$ cat config.mk
export PLATFORM = sky130hd
export DESIGN_NAME = seg7_scan_driver
export DESIGN_NICKNAME = d
export VERILOG_FILES = /design/src/rtl/seg7_pkg.sv /design/src/rtl/seg7_lz_mask.sv /design/src/rtl/seg7_scan_driver.sv
export SDC_FILE = /design/constraint.sdc
export NUM_CORES = 1
export LEC_CHECK = 0
export BUFFER_PORTS_ARGS = -buffer_cell sky130_fd_sc_hd__buf_2
export CORE_MARGIN = 1
export CORE_UTILIZATION = 55
export CTS_CLUSTER_DIAMETER = 60
export DETAILED_ROUTE_END_ITERATION = 8
export PLACE_DENSITY = 0.78
export SETUP_SLACK_MARGIN = 0.05
export SYNTH_ARGS = -nofsm -noshare
export SYNTH_HDL_FRONTEND = slang
export SYNTH_SLANG_ARGS = --single-unit
$ cat constraint.sdc
create_clock -name clk -period 2.5 [get_ports clk]
set_clock_uncertainty 0.05 [all_clocks]
set_input_delay 0.125 -clock clk [delete_from_list [all_inputs] [get_ports clk]]
set_output_delay 0.125 -clock clk [all_outputs]
set_load 0.03 [all_outputs]
$ cat src/rtl/seg7_pkg.sv
// Shared segment encodings and BCD decode for the seven-segment scan driver.
// All patterns are active-low, ordered {g,f,e,d,c,b,a}.
package seg7_pkg;

  localparam logic [6:0] SEG_0     = 7'h40;
  localparam logic [6:0] SEG_1     = 7'h79;
  localparam logic [6:0] SEG_2     = 7'h24;
  localparam logic [6:0] SEG_3     = 7'h30;
  localparam logic [6:0] SEG_4     = 7'h19;
  localparam logic [6:0] SEG_5     = 7'h12;
  localparam logic [6:0] SEG_6     = 7'h02;
  localparam logic [6:0] SEG_7     = 7'h78;
  localparam logic [6:0] SEG_8     = 7'h00;
  localparam logic [6:0] SEG_9     = 7'h10;
  localparam logic [6:0] SEG_DASH  = 7'h3F;
  localparam logic [6:0] SEG_BLANK = 7'h7F;

  // Segment pattern plus its decimal point, as loaded into the output registers.
  typedef struct packed {
    logic       dp;
    logic [6:0] seg;
  } seg_out_t;

  localparam seg_out_t SEG_OFF = '{dp: 1'b1, seg: SEG_BLANK};

  // Non-BCD codes show a dash so a broken upstream counter is visible.
  function automatic logic [6:0] bcd_to_seg(input logic [3:0] bcd);
    logic [6:0] s;
    case (bcd)
      4'd0:    s = SEG_0;
      4'd1:    s = SEG_1;
      4'd2:    s = SEG_2;
      4'd3:    s = SEG_3;
      4'd4:    s = SEG_4;
      4'd5:    s = SEG_5;
      4'd6:    s = SEG_6;
      4'd7:    s = SEG_7;
      4'd8:    s = SEG_8;
      4'd9:    s = SEG_9;
      default: s = SEG_DASH;
    endcase
    return s;
  endfunction

endpackage

$ cat src/rtl/seg7_lz_mask.sv
// Leading-zero mask: bit i set when digit i and every higher digit are zero.
// Digit 0 is never masked so a zero value still shows "0".
module seg7_lz_mask #(
  parameter int NUM_DIGITS = 4
) (
  input  logic [NUM_DIGITS-1:0][3:0] i_digits,
  output logic [NUM_DIGITS-1:0]      o_mask
);

  logic w_hz;

  always_comb begin
    o_mask = '0;
    w_hz   = 1'b1;
    for (int i = NUM_DIGITS - 1; i >= 1; i--) begin
      w_hz      = w_hz & (i_digits[i] == 4'd0);
      o_mask[i] = w_hz;
    end
  end

endmodule

$ cat src/rtl/seg7_scan_driver.sv
// Time-multiplexed common-anode seven-segment driver with shadowed BCD input,
// leading-zero blanking and an all-off guard at the start of every digit slot.
module seg7_scan_driver
  import seg7_pkg::*;
#(
  parameter int NUM_DIGITS  = 4,
  parameter int REFRESH_DIV = 50000,
  parameter int GUARD       = 500
) (
  input  logic                    clk,
  input  logic                    reset,
  input  logic [4*NUM_DIGITS-1:0] digits,
  input  logic                    load,
  input  logic [NUM_DIGITS-1:0]   dp_in,
  input  logic                    blank_lz,
  output logic [6:0]              seg,
  output logic                    dp,
  output logic [NUM_DIGITS-1:0]   an
);

  localparam int DIV_W = $clog2(REFRESH_DIV);
  localparam int IDX_W = $clog2(NUM_DIGITS);

  localparam logic [DIV_W-1:0] DIV_LAST = DIV_W'(REFRESH_DIV - 1);
  localparam logic [DIV_W-1:0] GUARD_V  = DIV_W'(GUARD);
  localparam logic [IDX_W-1:0] IDX_LAST = IDX_W'(NUM_DIGITS - 1);
  localparam logic [NUM_DIGITS-1:0] AN_ONE = NUM_DIGITS'(1);

  logic [DIV_W-1:0]            r_div;
  logic [IDX_W-1:0]            r_idx;
  logic [NUM_DIGITS-1:0][3:0]  r_dig;
  logic [NUM_DIGITS-1:0]       r_dp;
  logic [NUM_DIGITS-1:0]       r_an;
  seg_out_t                    r_out;

  logic                        w_wrap;
  logic [NUM_DIGITS-1:0]       w_mask;
  logic [NUM_DIGITS-1:0]       w_nxt_an;
  seg_out_t                    w_nxt_out;

  assign w_wrap = (r_div == DIV_LAST);

  always_ff @(posedge clk or negedge reset) begin
    if (!reset) begin
      r_div <= '0;
      r_idx <= '0;
    end else begin
      r_div <= w_wrap ? '0 : r_div + 1'b1;
      if (w_wrap) r_idx <= (r_idx == IDX_LAST) ? '0 : r_idx + 1'b1;
    end
  end

  // Shadow copy keeps a scan consistent while the upstream counters move.
  always_ff @(posedge clk or negedge reset) begin
    if (!reset) begin
      r_dig <= '0;
      r_dp  <= '0;
    end else if (load) begin
      r_dig <= digits;
      r_dp  <= dp_in;
    end
  end

  seg7_lz_mask #(
    .NUM_DIGITS(NUM_DIGITS)
  ) u_lz_mask (
    .i_digits(r_dig),
    .o_mask  (w_mask)
  );

  // Outputs follow the pre-edge div/idx, so the wrap edge still shows digit k
  // and the following edge lands in the guard of slot k+1.
  always_comb begin
    w_nxt_an  = '1;
    w_nxt_out = SEG_OFF;
    if (r_div >= GUARD_V) begin
      w_nxt_an      = ~(AN_ONE << r_idx);
      w_nxt_out.seg = (blank_lz && w_mask[r_idx]) ? SEG_BLANK : bcd_to_seg(r_dig[r_idx]);
      w_nxt_out.dp  = ~r_dp[r_idx];
    end
  end

  always_ff @(posedge clk or negedge reset) begin
    if (!reset) begin
      r_an  <= '1;
      r_out <= SEG_OFF;
    end else begin
      r_an  <= w_nxt_an;
      r_out <= w_nxt_out;
    end
  end

  assign an  = r_an;
  assign seg = r_out.seg;
  assign dp  = r_out.dp;

endmodule
### Yosys cells after proc, flatten, opt, wreduce, memory -nomap -nowiden

Memory sizes are Yosys's and may differ from the RTL's.
Cells that the tools add are included.

| operators by class | value |
|---|---|
| $add $sub $neg | 2 |
| order comparisons | 2 |
| equality and inequality tests | 2 |
| shifts and indexed selects | 1 |
| muxes and demuxes | 11 |
| bitwise logic cells | 4 |
| reductions and logical operators | 4 |

Operator list:

| operator | count |
|---|---|
| $add A16 B1 Y16 const B | 1 |
| $eq A16 B16 Y1 const B | 1 |
| $ge A16 B9 Y1 const B | 1 |
| $mux W16 | 1 |
| $logic_not A4 Y1 | 3 |
| $bmux W4 S2 | 1 |
| $mux W4 | 2 |
| $mux W8 | 1 |
| $mux W7 | 1 |
| $bmux W1 S2 | 2 |
| $not A4 Y4 | 1 |
| $shl A1 B2 Y4 const A | 1 |
| $lt A2 B3 Y1 const B | 1 |
| $add A2 B1 Y2 const B | 1 |
| $and A1 B1 Y1 | 2 |
| $eq A2 B2 Y1 const B | 1 |
| $mux W1 | 2 |
| $mux W2 | 1 |
| $logic_and A1 B1 Y1 | 1 |
| $not A1 Y1 | 1 |

| storage, ports and cells | value |
|---|---|
| bits in registers | 50 |
| bits in read-only memories | 112 |
| word-level logic and storage cells | 37 |
| memories | 1 |

Memory list:

| memory | depth | width | read ports | clocked after Yosys merged registers in | write ports | line | RTL |
|---|---|---|---|---|---|---|---|
| (no name shown) | 16 | 7 | 1 | 0 | 0 | seg7_pkg.sv:29 | `case (bcd)` |

### Depth between registers and ports, before layout

| depth | value |
|---|---|
| word-level depth | 8 |
| depth in mapped cells | 8 |
| mapped depth without buffers | 7 |

### By module

Synthesis repeated with hierarchy kept, for this count alone.

| unflattened totals | value |
|---|---|
| cell total of the unflattened synthesis | 193 |
| area total of the unflattened synthesis | 2431.1 µm² |

Modules (own cells, without submodules):

| module | instances | cells each | area each (µm²) | seq. area each (µm²) |
|---|---|---|---|---|
| seg7_scan_driver | 1 | 184 | 2368.5 | 1266.2 |
| seg7_lz_mask | 1 | 9 | 62.6 | 0.0 |

### Least setup slack after synthesis

OpenSTA, ideal clock, no wires.

| timing path | value |
|---|---|
| kind | register to register |
| start point | register r_idx[0] |
| end point | register r_out, in the netlist seg[4] |
| setup time | 0.110 ns |
| data arrival time | 1.723 ns |
| path slack | 0.618 ns |
| cell stages (with the launch flop) | 9 |
| path buffers | 1 |
| period minus slack after synthesis | 1.882 ns |
| cells stage by stage | dfrtp_1 -> buf_6 -> mux4_1 -> inv_1 -> ha_1 -> inv_1 -> a21oi_1 -> a32o_1 -> nand3_1 |

RTL lines:

| element | line | RTL |
|---|---|---|
| start: declaration | seg7_scan_driver.sv:30 | `logic [IDX_W-1:0] r_idx;` |
| start signal: assignment | seg7_scan_driver.sv:49 | `if (w_wrap) r_idx <= (r_idx == IDX_LAST) ? '0 : r_idx + 1'b1;` |
| end signal: assignment | seg7_scan_driver.sv:89 | `r_out <= w_nxt_out;` |
| end: declaration | seg7_scan_driver.sv:34 | `seg_out_t r_out;` |

==> key figures <==
Timing
  – Setup TNS Final: 0 ns
  – Fin crit period: 2.13 ns
  – RSZ-0062 raised after global routing: false
  – Hold Fails Final Rpt: 0
  – # setup viols final: 0
  – Worst Tran Pin Value: 0.733 ns
  – Max transition margin: 0.511
  – Post-route clock period utilization: 0.850
  – Slew Viols, Final: 0
  – Fmax achieved: 470 MHz

Worst setup path
  – Max FO, Critical Path: 10
  – Crit Path Class: register to register
  – Arrival @ worst endpoint: 2.28 ns
  – CP endpoint kind: register
  – Startpoint Class: register
  – CP required: 2.65 ns
  – FF-to-FF path depth: 7

Detailed routing
  – Met3 WL: 220 microns
  – Met2 routed WL: 2060 microns
  – Metal-1 WL: 2110 microns
  – Detail Route Antenna Nets: 0
  – Post-DR vias/cell: 5.45
  – Total via count in the routed design: 1640
  – Drt drc: 0
  – DR iter-0 viols: 60
  – WL final: 4480 microns
  – Per-cell routed wire length: 14.9 microns
  – Top sig layer: met4
  – TritonRoute pass-1 iters: 4

Clocking
  – Post-CTS sizing: 0
  – Clock sinks: 50
  – Clk_lat worst skew: 0.31 ns
  – Clock transition at the registers of the reported paths: 0.08 ns
  – H-tree depth: 2
  – Num CTS Buffers: 5
  – Clk root buf: clkbuf_8
  – TritonCTS clock tree: yes
  – Longest Clk Path Bufs: 2

Job
  – Max_cap viols: 0

Synth
  – Syn Inst Count: 192
  – EDFF count, synth: 0
  – Top cells by area, synth: dfrtp_1 39%, dfstp_2 13%, mux2_2 9.3%
  – Yosys warns: 0
  – Syn Nets: 227
  – Yosys reg bits: 50
  – Share of the synthesized area in the top cell type: 0.395
  – Synth unique cells: 38
  – Top_reg_cell synth: dfrtp_1
  – Syn avg cell area: 12.6 sq um
  – Async set-reset flop share out of synthesis: 1.00
  – Synth area leader: dfrtp_1
  – Post-synthesis sequential area ratio: 0.525
  – Area of the mapped netlist: 2410 sq um

Run status
  – Outcome: finished, final reports clean

Worst hold path
  – Hold depth: 2
  – HP Class: input pin to register

Power and ir drop
  – Power per cell area: 521 nW/um^2
  – Peak VDD IR: 348 uV
  – Final Power: 1.52 mW
  – P_leak: 1.25 nW

Floorplan
  – Core area: 4120 sq um
  – Initial Util: 0.586
  – Ports: 36
  – Row count: 23
  – Die area: 4650 sq um
  – DIE HEIGHT: 68.2 microns
  – DIE WIDTH: 68.2 microns

Global route
  – Congestion Overflow GR: 0
  – Initial antenna violation count: 0
  – Pin count of the biggest net entering global routing: 35
  – Vias in the first global route: 1609
  – First-pass GRT wire length: 7450 microns
  – Gr usage total: 0.228

Cells and area
  – Area Growth Syn to Fin: 20.7%
  – Ant. Diodes: 0
  – Nets: 285
  – Finished Layout Cells: 301
  – Layout cell share with drive strength beyond 1: 0.347

Place
  – Final Wtd Congestion: 0.856
  – IO buf count: 35
  – DP HPWL: 3010 microns
  – Dpl cells: 274
## cell usage after synthesis, types with 3 or more instances
cell type  count
dfrtp_1       38
mux2_2        20
nand2_1       17
dfstp_2       12
ha_1          11
inv_1         11
nand3_1       11
nor2_1        11
xnor2_1        9
nand4_1        4
nor4_1         4
o21ai_0        4
clkbuf_1       3
mux4_2         3
nor3_1         3
xor2_1         3
## flip-flops by register name (all words and copies together) (netlist names)
name	flops
r_idx	2
r_dig	16
r_dp	4
r_div	16
an	4
seg	7
dp	1
## stage by stage
| step | hold WS [ns] | area, sq um | util | worst slack [ns] |
|---|---|---|---|---|
| 6_report | 0.0182 | 2910 | 0.707 | 0.374 |
| 5_1_grt | 0.0124 | 2910 | 0.707 | 0.192 |
| 4_1_cts | 0.000507 | 2900 | 0.704 | 0.374 |
| 3_5_place_dp | 0.00870 | 2630 | 0.639 | 0.396 |
| 3_3_place_gp | 0.00549 | 2630 | 0.639 | 0.460 |
| 2_1_floorplan | -0.221 | 2410 | - | 0.618 |
## layer usage
metal | global-route usage | vias up
met1 | 0.300 | 795
met5 | 0 | -
met4 | 0.0964 | 0
li1 | - | 792
met3 | 0.0650 | 7
met2 | 0.350 | 46
## final cells by class
type                    instances  area [sq um]
repair buffers                 56           380
multi-input cells             126          1070
clock buffers                   8          90.1
well taps                      50          62.6
fillers                       290          1210
inverters                      11          41.3
flip-flops and latches         50          1270
## placed cells by master (no fill, tap or decap), types with 6 or more instances in the layout
master         instances
buf_2                 35
clkbuf_8               6
dfrtp_1               38
dfstp_2               12
dlygate4sd3_1         19
ha_1                  11
inv_1                 11
mux2_2                20
nand2_1               17
nand3_1               11
nor2_1                11
xnor2_1                9
## final timing paths
kind	from	end	slack, ns
max in group asynchronous	reset	an[0]	1.42
worst min-delay path	digits[8]	r_dig[8]	0.02
worst min register to register	r_div[5]	r_div[5]	0.45
min in group asynchronous	reset	r_dig[3]	0.21
worst max-delay path	r_idx[0]	seg[4]	0.37
worst max register to register	r_idx[0]	seg[4]	0.37
## where the power goes
group | internal, mW | switching (mW)
Clock | 0.226 | 0.258
Combinational | 0.0916 | 0.0717
Sequential | 0.842 | 0.0258
## cells by family after synthesis
logic type                 count (synthesis)  synth area share
xor gates and xnor gates                  12            0.0436
AOI/OAI and AO/OA                         15            0.0535
buffers and inverters                     16            0.0312
adders and majority gates                 11            0.0571
muxes                                     27             0.152
DFF                                       50             0.525
and+or+nand+nor                           61             0.138
## worst max-delay path: stages, from the launching register on
cell	delay [ns]
dfrtp_1	0.59
mux4_1	0.69
inv_1	0.14
ha_1	0.16
inv_1	0.05
a21oi_1	0.11
a32o_1	0.15
nand3_1	0.08
## repair_timing
action                    4_1_cts  5_1_grt
setup buffers                   0        0
hold endpoints to repair       33        1
hold buffers                   18        1
Note: power is estimated with default switching activity, not from simulation.
